--- config.mk ---
export PLATFORM = sky130hd
export DESIGN_NAME = data_store_buffer
export DESIGN_NICKNAME = d
export VERILOG_FILES = /design/src/rtl/data_store_buffer.sv
export SDC_FILE = /design/constraint.sdc
export NUM_CORES = 1
export LEC_CHECK = 0
export ABC_CLOCK_PERIOD_IN_PS = 8100
export BUFFER_PORTS_ARGS = -buffer_cell sky130_fd_sc_hd__buf_4
export CORE_AREA = 2 2 256 207
export DETAILED_ROUTE_END_ITERATION = 7
export DIE_AREA = 0 0 258 209
export HOLD_SLACK_MARGIN = 0.08
export PLACE_DENSITY = 0.61
export SLEW_MARGIN = 5
export SYNTH_ARGS = -nofsm -noshare
export SYNTH_HDL_FRONTEND = slang
export SYNTH_SLANG_ARGS = --single-unit
--- constraint.sdc ---
create_clock -name clk -period 8.1 [get_ports clk]
set_input_delay 2.43 -clock clk [delete_from_list [all_inputs] [get_ports clk]]
set_output_delay 2.43 -clock clk [all_outputs]
set_load 0.05 [all_outputs]
--- src/rtl/data_store_buffer.sv ---
// Posted-write store buffer between the MIPS M stage and data RAM.
// Stores retire into a FIFO drained in the background; loads forward from the youngest match or stall on a miss.
module data_store_buffer #(
  parameter int unsigned DEPTH = 4
) (
  input  logic        clk,
  input  logic        rst,
  input  logic        cpu_wen,
  input  logic        cpu_ren,
  input  logic [31:0] cpu_addr,
  input  logic [31:0] cpu_wdata,
  output logic [31:0] cpu_rdata,
  output logic        stall,
  output logic        empty,
  output logic        full,
  output logic        ram_req,
  output logic        ram_we,
  output logic [31:0] ram_addr,
  output logic [31:0] ram_wdata,
  input  logic        ram_ready,
  input  logic        ram_rvalid,
  input  logic [31:0] ram_rdata
);

  localparam int unsigned PW = $clog2(DEPTH);
  localparam int unsigned CW = PW + 1;

  typedef enum logic [1:0] {IDLE, WR_REQ, RD_REQ, RD_WAIT} stateT;

  stateT         state, stateNext;
  logic [29:0]   entryAddr [DEPTH];
  logic [31:0]   entryData [DEPTH];
  logic [PW-1:0] head, tail, idx;
  logic [CW-1:0] count;
  logic          isLoad, hit, loadMiss, enq, pop, rdDone;
  logic [31:0]   hitData;
  logic          unusedAddrBits;

  assign unusedAddrBits = ^cpu_addr[1:0];

  assign empty    = (count == '0);
  assign full     = (count == CW'(DEPTH));
  assign isLoad   = cpu_ren & ~cpu_wen;
  assign loadMiss = isLoad & ~hit;
  assign enq      = cpu_wen & ~full;
  assign rdDone   = (state == RD_WAIT) & ram_rvalid;

  // Scan oldest to youngest so the last match wins; slots beyond count are stale.
  always_comb begin
    hit     = 1'b0;
    hitData = '0;
    idx     = '0;
    for (int unsigned i = 0; i < DEPTH; i++) begin
      idx = head + PW'(i);
      if ((CW'(i) < count) && (entryAddr[idx] == cpu_addr[31:2])) begin
        hit     = 1'b1;
        hitData = entryData[idx];
      end
    end
  end

  always_comb begin
    stateNext = state;
    ram_req   = 1'b0;
    ram_we    = 1'b0;
    ram_addr  = '0;
    ram_wdata = '0;
    pop       = 1'b0;
    case (state)
      IDLE: begin
        if (loadMiss)
          stateNext = RD_REQ;
        else if (!empty)
          stateNext = WR_REQ;
      end
      WR_REQ: begin
        ram_req   = 1'b1;
        ram_we    = 1'b1;
        ram_addr  = {entryAddr[head], 2'b00};
        ram_wdata = entryData[head];
        if (ram_ready) begin
          pop       = 1'b1;
          stateNext = IDLE;
        end
      end
      RD_REQ: begin
        ram_req  = 1'b1;
        ram_addr = {cpu_addr[31:2], 2'b00};
        if (ram_ready)
          stateNext = RD_WAIT;
      end
      RD_WAIT: begin
        if (ram_rvalid)
          stateNext = IDLE;
      end
      default: stateNext = IDLE;
    endcase
  end

  // CPU-facing outputs are forced quiet while reset is asserted so they settle immediately.
  always_comb begin
    stall     = 1'b0;
    cpu_rdata = '0;
    if (!rst) begin
      stall = (cpu_wen & full) | (loadMiss & ~rdDone);
      if (isLoad && hit)
        cpu_rdata = hitData;
      else if (isLoad && rdDone)
        cpu_rdata = ram_rdata;
    end
  end

  always_ff @(posedge clk or posedge rst) begin
    if (rst) begin
      state <= IDLE;
      head  <= '0;
      tail  <= '0;
      count <= '0;
    end else begin
      state <= stateNext;
      if (enq)
        tail <= tail + PW'(1);
      if (pop)
        head <= head + PW'(1);
      count <= count + CW'(enq) - CW'(pop);
    end
  end

  always_ff @(posedge clk) begin
    if (enq) begin
      entryAddr[tail] <= cpu_addr[31:2];
      entryData[tail] <= cpu_wdata;
    end
  end

endmodule

# [Word level (Yosys, flattened, before mapping)]
# Memories as Yosys holds them, arrays and structs flattened.
# Cells that the tools add are included.
[op_classes] n_reduce_logical=10 n_lt_le_gt_ge=4 bitwise_logic=11 addsub=6 eq_ne=12 n_mux=26
[ops] cell="2-to-1 mux 32 bit" count=8
[ops] cell="== test 30 bit" count=4
[ops] cell="case mux 32 bit (2 select lines)" count=1
[ops] cell="2-to-1 mux 1 bit" count=11
[ops] cell="2-to-1 mux 2 bit" count=5
[ops] cell="case mux 2 bit (4 select lines)" count=1
[ops] cell="bitwise AND 1 bit" count=6
[ops] cell="logical AND 1 bit" count=6
[ops] cell="less-than comparator 1 x 3 -> 1 bit, first input constant" count=2
[ops] cell="less-than comparator 2 x 3 -> 1 bit, first input constant" count=2
[ops] cell="!= test 2 bit, second input constant" count=3
[ops] cell="adder 2 x 1 -> 2 bit, second input constant" count=2
[ops] cell="adder 2 bit, second input constant" count=2
[ops] cell="== test 2 bit, second input constant" count=2
[ops] cell="inverter 1 bit" count=4
[ops] cell="AND reduction 4 bit" count=1
[ops] cell="adder 3 x 1 -> 3 bit" count=1
[ops] cell="== test 3 bit, second input constant" count=1
[ops] cell="logical NOT 3 bit" count=1
[ops] cell="!= test 3 bit, second input constant" count=1
[ops] cell="subtractor 3 x 1 -> 3 bit" count=1
[ops] cell="== test 2 x 1 -> 1 bit, second input constant" count=1
[ops] cell="logical NOT 2 bit" count=1
[ops] cell="OR reduction 2 bit" count=1
[ops] cell="OR 1 bit" count=1
[word_totals] ram_bits=248 ff_bits=9 memories=2 output_inout_bits=101 elab_cells=75 input_bits=102
[memory_table] name="entryData" words=4 width=32 rd=4 rd_clocked_by_memory_dff=0 write_ports=1 line="32" text="logic [31:0] entryData [DEPTH];"
[memory_table] name="entryAddr" words=4 width=30 rd=4 rd_clocked_by_memory_dff=0 write_ports=1 line="31" text="logic [29:0] entryAddr [DEPTH];"

# [Longest topological paths before layout]
# Gate-level depths: netlist of the first run.
# An unclocked memory read counts as a cell.
[depth] depth_word=12 depth_mapped=16

# [Least setup slack after synthesis of the first run]
# No wires, ideal clock.
[synth_timing] kind="input -> output" from="in cpu_addr[25]" to="out cpu_rdata[29]" n_path_buf=4 required_time_ps=5670 arrival_ps=5778 slack_ps=-108 path_stages=13 cell_sequence="clkbuf_1 inv_1 a222oi_1 and4_1 a22oi_1 or4b_1 clkbuf_1 buf_2 buf_2 nor2_1 a31oi_1 a21o_1 o31ai_1"
[synth_between] elab_chain_len=9
[synth_lines] item="from (decl)" line="10" text="input logic [31:0] cpu_addr,"
[synth_lines] item="== test 30 bit" line="55" text="if ((CW'(i) < count) && (entryAddr[idx] == cpu_addr[31:2])) begin"
[synth_lines] item="logical AND 1 bit" line="55"
[synth_lines] item="2-to-1 mux 1 bit (4 in series)" line="55"
[synth_lines] item="logical AND 1 bit" line="106" text="if (isLoad && hit)"
[synth_lines] item="2-to-1 mux 32 bit (*)" line="106"
[synth_lines] item="2-to-1 mux 32 bit (*)" line="104" text="if (!rst) begin"
[synth_lines] item="to (decl)" line="12" text="output logic [31:0] cpu_rdata,"
# Mark *: on every way between the ends. The rest lies on a longest branch, timed or not.

# [Final worst setup path of the first run]
[layout_timing] from="in cpu_addr[3]" to="out cpu_rdata[0]"
# The elaborated chain is that of the path after synthesis.

==> results of run 1 <==
[power by group through the flow]
stage               logic [W]  clock network [W]  registers (W)
finish                0.00455            0.00129        0.00201
global route          0.00483            0.00137        0.00205
CTS                   0.00452            0.00132        0.00201
detailed placement    0.00450                  0        0.00204
global placement      0.00447                  0        0.00202
floorplan             0.00338                  0        0.00189
[stage by stage]
stage / setup TNS [ns] / power, W
finish: 0 / 0.00785
floorplan: -1.01 / 0.00527
detailed placement: 0 / 0.00653
global route: 0 / 0.00825
global placement: 0 / 0.00648
CTS: 0 / 0.00784
[cells in the final DEF (no fill, tap or decap), types with 17 or more instances in the layout]
cell                          n
sky130_fd_sc_hd__a22oi_1     36
sky130_fd_sc_hd__nand2_1    112
sky130_fd_sc_hd__mux4_2      33
sky130_fd_sc_hd__nor2b_1     31
sky130_fd_sc_hd__clkbuf_16   30
sky130_fd_sc_hd__mux2i_1    218
sky130_fd_sc_hd__xor2_1      40
sky130_fd_sc_hd__inv_1       40
sky130_fd_sc_hd__nor3_1      31
sky130_fd_sc_hd__a211oi_1    38
sky130_fd_sc_hd__a32oi_1     31
sky130_fd_sc_hd__o21ai_0     17
sky130_fd_sc_hd__nor2_1      91
sky130_fd_sc_hd__a21oi_1     24
sky130_fd_sc_hd__o31ai_2     22
sky130_fd_sc_hd__a31oi_1     57
sky130_fd_sc_hd__nand3_1     76
sky130_fd_sc_hd__edfxtp_1   248
sky130_fd_sc_hd__xnor2_1     70
sky130_fd_sc_hd__buf_4      262
sky130_fd_sc_hd__mux2_2      36
[cell type report]
type                    count  area [µm²]
diodes                      4        10.0
clock buffers              38         781
clock inverters            17         139
fillers                  4930       30500
inverters                  41         154
multi-input cells        1180        9300
flip-flops and latches    257        7680
well taps                 693         867
repair buffers            276        2230
[critical path: stages]
cell and delay (ns):
sky130_fd_sc_hd__buf_4 0.14, sky130_fd_sc_hd__nor2b_1 0.13, sky130_fd_sc_hd__a22o_1 0.27, sky130_fd_sc_hd__a311o_1 0.31, sky130_fd_sc_hd__a221o_1 0.27, sky130_fd_sc_hd__or4_4 0.57
sky130_fd_sc_hd__nor2_4 0.21, sky130_fd_sc_hd__buf_12 0.15, sky130_fd_sc_hd__nor3_4 0.09, sky130_fd_sc_hd__buf_12 0.21, sky130_fd_sc_hd__a22o_1 0.22, sky130_fd_sc_hd__o31ai_2 0.21
sky130_fd_sc_hd__buf_4 0.16, sky130_fd_sc_hd__buf_4 0.19
[metal layers]
layer | track usage [%] | routed length [µm]
met5 | 0 | 40
met4 | 7.28 | 1910
met3 | 3.69 | 4720
met2 | 33.9 | 26900
met1 | 30.1 | 25800
[final timing paths]
| check | start | to | depth (start not counted) |
|---|---|---|---|
| min in group asynchronous | rst | count[1] | 2 |
| setup reg to reg | head[0] | state[1] | 9 |
| setup / recovery | cpu_addr[3] | cpu_rdata[0] | 14 |
| hold reg to reg | count[0] | count[0] | 1 |
| hold / removal | count[0] | count[0] | 1 |
| max in group asynchronous | rst | head[1] | 2 |
[repair_timing]
| action | 4_1_cts | 5_1_grt |
|---|---|---|
| hold buffers | 0 | 0 |
| buffers inserted | 0 | 1 |
| endpoints found under the hold margin | 0 | 0 |
| resized for setup | 0 | 6 |
| setup endpoints to repair | 0 | 20 |
[flip-flops by register name, summed over array words and instances, names as in the netlist]
register,count
entryData,128
entryAddr,120
count,3
head,2
state,2
tail,2
[kinds of logic after synthesis]
group                    count (synthesis)  share of synthesized area (%)
AO/OA/AOI/OAI                          351                           14.9
XOR/XNOR                               110                           5.41
adder cells (fa/ha/maj)                 13                          0.955
buffers and inverters                  204                           5.50
flip-flops                             257                           43.1
multiplexers                           291                           19.0
other                                    1                         0.0211
AND/OR/NAND/NOR                        413                           11.2
==> PnR_summary.wiki, run 1 <==
{| class="wikitable"
! Metric !! Value
|-
| CP endpoint kind || primary output
|-
| Average detailed-routed wire length per instance || 23.7 µm
|-
| Global-route wire length before repair || 89.7 mm
|-
| Unrepaired setup endpoints after global routing || false
|-
| Starting density of the core || between 30% and 40%
|-
| Starting DRT DRC Count || roughly 1.4k
|-
| Critical-path maximum fanout || 13
|-
| Routability congestion estimate || 0.930
|-
| Buffer depth of the longest clock path || 3
|-
| Congestion Overflow GR || 0
|-
| Cell area after technology mapping || approximately 0.018 mm²
|-
| Internal Power || 0.00419 W
|-
| CTS buffer count || 30
|-
| Ratio of final minimum period to clock period || between 90% and 100%
|-
| Relative slew slack || 20.6%
|-
| Clock tree from TritonCTS || yes
|-
| EDFF count, synth || 248
|-
| Final-report hold violation count || 0
|-
| Vias in the first global route || 14.5k
|-
| Placed cell count || 2446
|-
| Util after Layout || 40.9%
|-
| Element type at the critical path start || input port
|-
| Worst clock skew || about 0.010 ns
|-
| Transition time at the pin with the least slew margin || between 1 and 1.5 ns
|-
| Final cell area excluding filler cells || 0.0212 mm²
|-
| Largest net degree at the start of global routing || 61
|-
| Clk pin slew, worst setup/hold paths || 0.06 ns
|-
| Min Clock Period, post-route || around 8 ns
|-
| Sequential Power Share || between 20 and 30%
|-
| Reported leakage power || 7.73 nW
|-
| Number of pins exceeding their max-slew limit in the final report || 0
|-
| Net switching fraction of the power || between 40% and 50%
|-
| Predominant post-synthesis flop cell || sky130_fd_sc_hd__edfxtp_1
|-
| Cell with the most instances after synthesis || sky130_fd_sc_hd__edfxtp_1
|-
| Number of standard cells in the final layout excluding fillers || 2506
|-
| Synthesized flop and latch total || approximately 260
|-
| First-pass iteration count of the detailed router || 6
|-
| Total detailed-routing wirelength || 59.4 mm
|-
| Signal arrival time at the worst endpoint || 5.58 ns
|-
| Reported max-cap violation count || 0
|-
| Setup Viol. Count Final || 0
|-
| NetSw || 0.00366 W
|-
| Gate count of the mapped netlist || 1640
|-
| Highest Clock Rate || 0.125 GHz
|-
| Pwr per Cell Area || 371 mW/mm²
|-
| Htree depth || 1
|-
| Post-Route Hold Slack || 0.602 ns
|-
| Core region area || 0.0517 mm²
|-
| Cell accounting for the most synthesized area || sky130_fd_sc_hd__edfxtp_1
|-
| Sequential area share after synthesis || 43.1%
|-
| Number of rows in the core area || 75
|-
| Total of warnings raised by yosys || 0
|-
| Share of cells above drive strength 1 || 23.7%
|-
| Die ar. || 0.0539 mm²
|-
| Antenna viol nets, final || 0
|-
| IR drop worst, VDD || 0.194 mV
|-
| Clock network fraction of design power || 16.5%
|-
| Clk_lat worst skew || 0.58 ns
|-
| Clock sink count || 257
|-
| Count of distinct cell types in the synthesized netlist || 82
|-
| Initial antenna violation count || 6
|-
| Die Span Y || about 210 µm
|-
| Die Span X || 258 µm
|-
| Worst Slack Setup Final || 0.0897 ns
|-
| Comb pwr share || 57.9%
|-
| Number of nets in the layout || 1901
|-
| Tot GR Track Use || 21.6%
|-
| Area share of the largest cell type after synthesis || 41.8%
|-
| Critical Path RT || 5.67 ns
|-
| Count of buffers from port buffering || slightly below 200
|-
| Synth-to-layout area growth || 18.8%
|-
| Total number of vias || around 15k
|-
| Clock Root Buffer || sky130_fd_sc_hd__clkbuf_16
|-
| Worst Setup Path Type || in2out
|-
| Share of synthesized registers carrying an async set or reset || under 10%
|-
| Placed Area || 0.0202 mm²
|-
| Via density || about 5.8
|-
| Top Ports || 203
|-
| List of most frequent post-synthesis cells || sky130_fd_sc_hd__edfxtp_1 (248), sky130_fd_sc_hd__mux2i_1 (218), sky130_fd_sc_hd__nand2_1 (113), sky130_fd_sc_hd__nor2_1 (92), sky130_fd_sc_hd__clkbuf_1 (78)
|-
| Status || completed
|-
| Pre-CTS setup slack || 0.0434 ns
|-
| Dominant cells by area after synthesis || sky130_fd_sc_hd__edfxtp_1 (42%), sky130_fd_sc_hd__mux2i_1 (12%), sky130_fd_sc_hd__mux4_2 (4.2%)
|-
| Sum of net half-perimeters after detailed placement || 40.7 mm
|-
| Setup slack of the most critical reg-to-reg path || 3.95 ns
|-
| Mean instance size in the synthesized netlist || approximately 11 µm²
|-
| DRC violations left || 0
|-
| Worst hold path class || reg2reg
|}
(Power assumes the default switching activity.)
==> run 2, diff against run 1 <==
Settings changed: ABC_CLOCK_PERIOD_IN_PS 8100 to 9900.
Clock period 8.1 ns to 9.9 ns, I/O delays scaled along.
==> run 2 against run 1 <==
Effect of this change:
- clock skew is 0.0048 ns higher
- clock power decreased by 12%
- cell count is 1.1% lower
- global-route usage fell by 0.33 points
- critical path depth fell by 2
- non-clock buffer count fell by 29
==> PnR_summary.wiki, run 2 (synthesized netlist as in run 1, its figures left out) <==
{| class="wikitable"
! Metric !! Value
|-
| Ratio of final minimum period to clock period || a little over nine tenths
|-
| Final-report hold violation count || 0 (unchanged)
|-
| Routability congestion estimate || 0.919 (was 0.930)
|-
| Clock sink count || 257 (unchanged)
|-
| Setup slack of the most critical reg-to-reg path || 5.34 ns (was 3.95 ns)
|-
| Worst clock skew || 0.0152 ns (was 0.0104 ns)
|-
| Top Ports || 203 (unchanged)
|-
| Registers with the most flip-flops || entryData (128), entryAddr (120), count (3) (unchanged)
|-
| Buffer depth of the longest clock path || 3 (unchanged)
|-
| Signal arrival time at the worst endpoint || 6.46 ns (was 5.58 ns)
|-
| Sum of net half-perimeters after detailed placement || 39.8 mm (was 40.7 mm)
|-
| Die Span X || 258 µm (unchanged)
|-
| Reg2Reg Launch Point || head[1] (was head[0])
|-
| Congestion Overflow GR || 0 (unchanged)
|-
| Clock Root Buffer || sky130_fd_sc_hd__clkbuf_16 (unchanged)
|-
| Relative slew slack || 22.6% (was 20.6%)
|-
| Number of rows in the core area || 75 (unchanged)
|-
| Clock tree from TritonCTS || yes (unchanged)
|-
| Critical Path RT || 6.93 ns (was 5.67 ns)
|-
| DRC violations left || 0 (unchanged)
|-
| IR drop worst, VDD || 0.156 mV (was 0.194 mV)
|-
| Count of buffers from port buffering || 198 (unchanged)
|-
| Starting density of the core || 34.5% (unchanged)
|-
| Via density || 5.91 (was 5.83)
|-
| Total Negative Setup Slacks || 0 ns (unchanged)
|-
| Critical-path maximum fanout || 32 (was 13)
|-
| Largest net degree at the start of global routing || 72 (was 61)
|-
| Antenna viol nets, final || 0 (unchanged)
|-
| Initial antenna violation count || 5 (was 6)
|-
| Element type at the critical path start || input port (unchanged)
|-
| Clk pin slew, worst setup/hold paths || 0.06 ns (about the same)
|-
| Clock network fraction of design power || 17.7% (was 16.5%)
|-
| Global-route wire length before repair || 88.1 mm (was 89.7 mm)
|-
| Highest Clock Rate || around 0.11 GHz
|-
| Highest-count cells in the layout ignoring fill and taps || sky130_fd_sc_hd__edfxtp_1 (248), sky130_fd_sc_hd__buf_4 (245), sky130_fd_sc_hd__mux2i_1 (218), sky130_fd_sc_hd__nand2_1 (112), sky130_fd_sc_hd__nor2_1 (92) (was sky130_fd_sc_hd__buf_4 (262), sky130_fd_sc_hd__edfxtp_1 (248), sky130_fd_sc_hd__mux2i_1 (218), sky130_fd_sc_hd__nand2_1 (112), sky130_fd_sc_hd__nor2_1 (91))
|-
| Transition time at the pin with the least slew margin || 1.16 ns (was 1.19 ns)
|-
| Reported max-cap violation count || 0 (unchanged)
|-
| Net switching fraction of the power || 46.3% (was 46.6%)
|-
| NetSw || 0.00298 W (was 0.00366 W)
|-
| CP endpoint kind || primary output (unchanged)
|-
| Average detailed-routed wire length per instance || 24.1 µm (was 23.7 µm)
|-
| CTS buffer count || 30 (unchanged)
|-
| End point of the most critical hold path || count[0] (unchanged)
|-
| Count of cells along the worst register-to-register path || 11 (was 9)
|-
| Htree depth || 1 (unchanged)
|-
| Hold path depth || 1 (unchanged)
|-
| Internal Power || 0.00346 W (was 0.00419 W)
|-
| Pwr per Cell Area || 310 mW/mm² (was 371 mW/mm²)
|-
| Number of pins exceeding their max-slew limit in the final report || 0 (unchanged)
|-
| Worst hold path class || reg2reg (unchanged)
|-
| Tot GR Track Use || 21.3% (was 21.6%)
|-
| Worst Min Path Start || count[0] (unchanged)
|-
| Total number of vias || 14.6k (about the same)
|-
| Post CTS Setup Buffer Count || 0 (unchanged)
|-
| Final cell area excluding filler cells || 0.0208 mm² (was 0.0212 mm²)
|-
| Synth-to-layout area growth || 16.7% (was 18.8%)
|-
| Core region area || 0.0517 mm² (unchanged)
|-
| Placed Area || 0.0198 mm² (was 0.0202 mm²)
|-
| Clk_lat worst skew || 0.57 ns (was 0.58 ns)
|-
| Most frequent standard cell in the layout excluding fill and tap cells || sky130_fd_sc_hd__edfxtp_1 (was sky130_fd_sc_hd__buf_4)
|-
| Total detailed-routing wirelength || 59.6 mm (was 59.4 mm)
|-
| Die Span Y || 209 µm (unchanged)
|-
| Unrepaired setup endpoints after global routing || false (unchanged)
|-
| Post-cts repair resize count || 0 (unchanged)
|-
| Post-CTS Hold Fix Bufs || 0 (unchanged)
|-
| Sequential Power Share || 26.0% (was 25.6%)
|-
| First-pass iteration count of the detailed router || 6 (unchanged)
|-
| Vias in the first global route || 14.0k (was 14.5k)
|-
| Setup Viol. Count Final || 0 (unchanged)
|-
| Comb pwr share || 56.4% (was 57.9%)
|-
| Share of cells above drive strength 1 || 21.7% (was 23.7%)
|-
| Number of nets in the layout || 1872 (was 1901)
|-
| Min Clock Period, post-route || approximately 9.4 ns
|-
| Starting DRT DRC Count || 1845 (was 1420)
|-
| Die ar. || 0.0539 mm² (unchanged)
|-
| Worst Setup Path Type || in2out (unchanged)
|-
| Reported leakage power || 7.55 nW (was 7.73 nW)
|-
| Capture instance of the worst register-to-register path || state[1] (unchanged)
|-
| Register with the most flip-flops || entryData (unchanged)
|-
| Number of flip-flops under the largest register name || 128 (unchanged)
|-
| Status || completed (unchanged)
|}
run 2: changes by cell type in the layout (fill, tap and decap cells not counted), moves of 4 or more:
cell / delta
sky130_fd_sc_hd__o31ai_2: -17
sky130_fd_sc_hd__buf_12: -10
sky130_fd_sc_hd__buf_4: -17
sky130_fd_sc_hd__o31ai_1: +17
sky130_fd_sc_hd__clkinv_1: -4
run 2: per-layer routing:
| layer | vias to the layer above | global-route usage (%) | wire length [µm] |
|---|---|---|---|
| li1 | 6562 | - | - |
| met3 | 122 | 3.57 | 4620 |
| met1 | 7281 | 30.0 | 26100 |
| met2 | 677 | 33.1 | 27000 |
| met5 | - | 0 | 13 |
| met4 | 2 | 6.96 | 1920 |
run 2: final cells by class:
cell class,count,area [µm²]
Clock inverter,18,194
Fill cell,4879,30900
Multi-Input combinational cell,1180,9210
Clock buffer,38,802
Inverter,41,154
Tap cell,693,867
Antenna cell,4,10.0
Timing Repair Buffer,247,1880
Sequential cell,257,7680
run 2: metrics by stage:
stage | worst slack [ns] | power, W | utilization (%) | cells | hold slack, ns
after global routing | 0.327 | 0.00675 | 40.2 | 2477 | 0.620
final | 0.474 | 0.00644 | 40.2 | 2478 | 0.602
after detailed placement | 0.517 | 0.00529 | 38.3 | 2418 | 0.592
after global placement | 0.548 | 0.00524 | 38.3 | 2418 | 0.578
after floorplan | 0.612 | 0.00430 | - | 1641 | 0.545
after CTS | 0.510 | 0.00644 | 40.2 | 2474 | 0.605
run 2: power groups by stage:
stage                     Sequential, W  Combinational [W]  Clock (W)
after floorplan                 0.00155            0.00275          0
after global placement          0.00168            0.00357          0
after detailed placement        0.00169            0.00359          0
after CTS                       0.00167            0.00361    0.00116
after global routing            0.00170            0.00385    0.00120
final                           0.00167            0.00363    0.00114
run 2: worst max-delay path, cell delays in order:
cell and delay (ns):
sky130_fd_sc_hd__buf_4 0.17, sky130_fd_sc_hd__xnor2_1 0.25, sky130_fd_sc_hd__nand2_1 0.11, sky130_fd_sc_hd__a2111oi_0 0.66, sky130_fd_sc_hd__nand4_1 0.20, sky130_fd_sc_hd__buf_4 0.34
sky130_fd_sc_hd__o21ai_0 0.30, sky130_fd_sc_hd__or3_1 0.21, sky130_fd_sc_hd__nand2_1 0.06, sky130_fd_sc_hd__buf_4 0.27, sky130_fd_sc_hd__o31ai_1 0.54, sky130_fd_sc_hd__buf_4 0.30
run 2: worst max-delay path by stage:
stage | cells past startpoint | slack [ns] | start | endpoint
2_1_floorplan | 13 | 0.61 | cpu_addr[25] | cpu_rdata[29]
3_3_place_gp | 12 | 0.55 | cpu_addr[8] | cpu_rdata[3]
3_5_place_dp | 12 | 0.52 | cpu_addr[3] | cpu_rdata[31]
4_1_cts | 12 | 0.51 | cpu_addr[3] | cpu_rdata[0]
5_1_grt | 12 | 0.33 | cpu_addr[8] | cpu_rdata[0]
6_report | 12 | 0.47 | cpu_addr[8] | cpu_rdata[31]
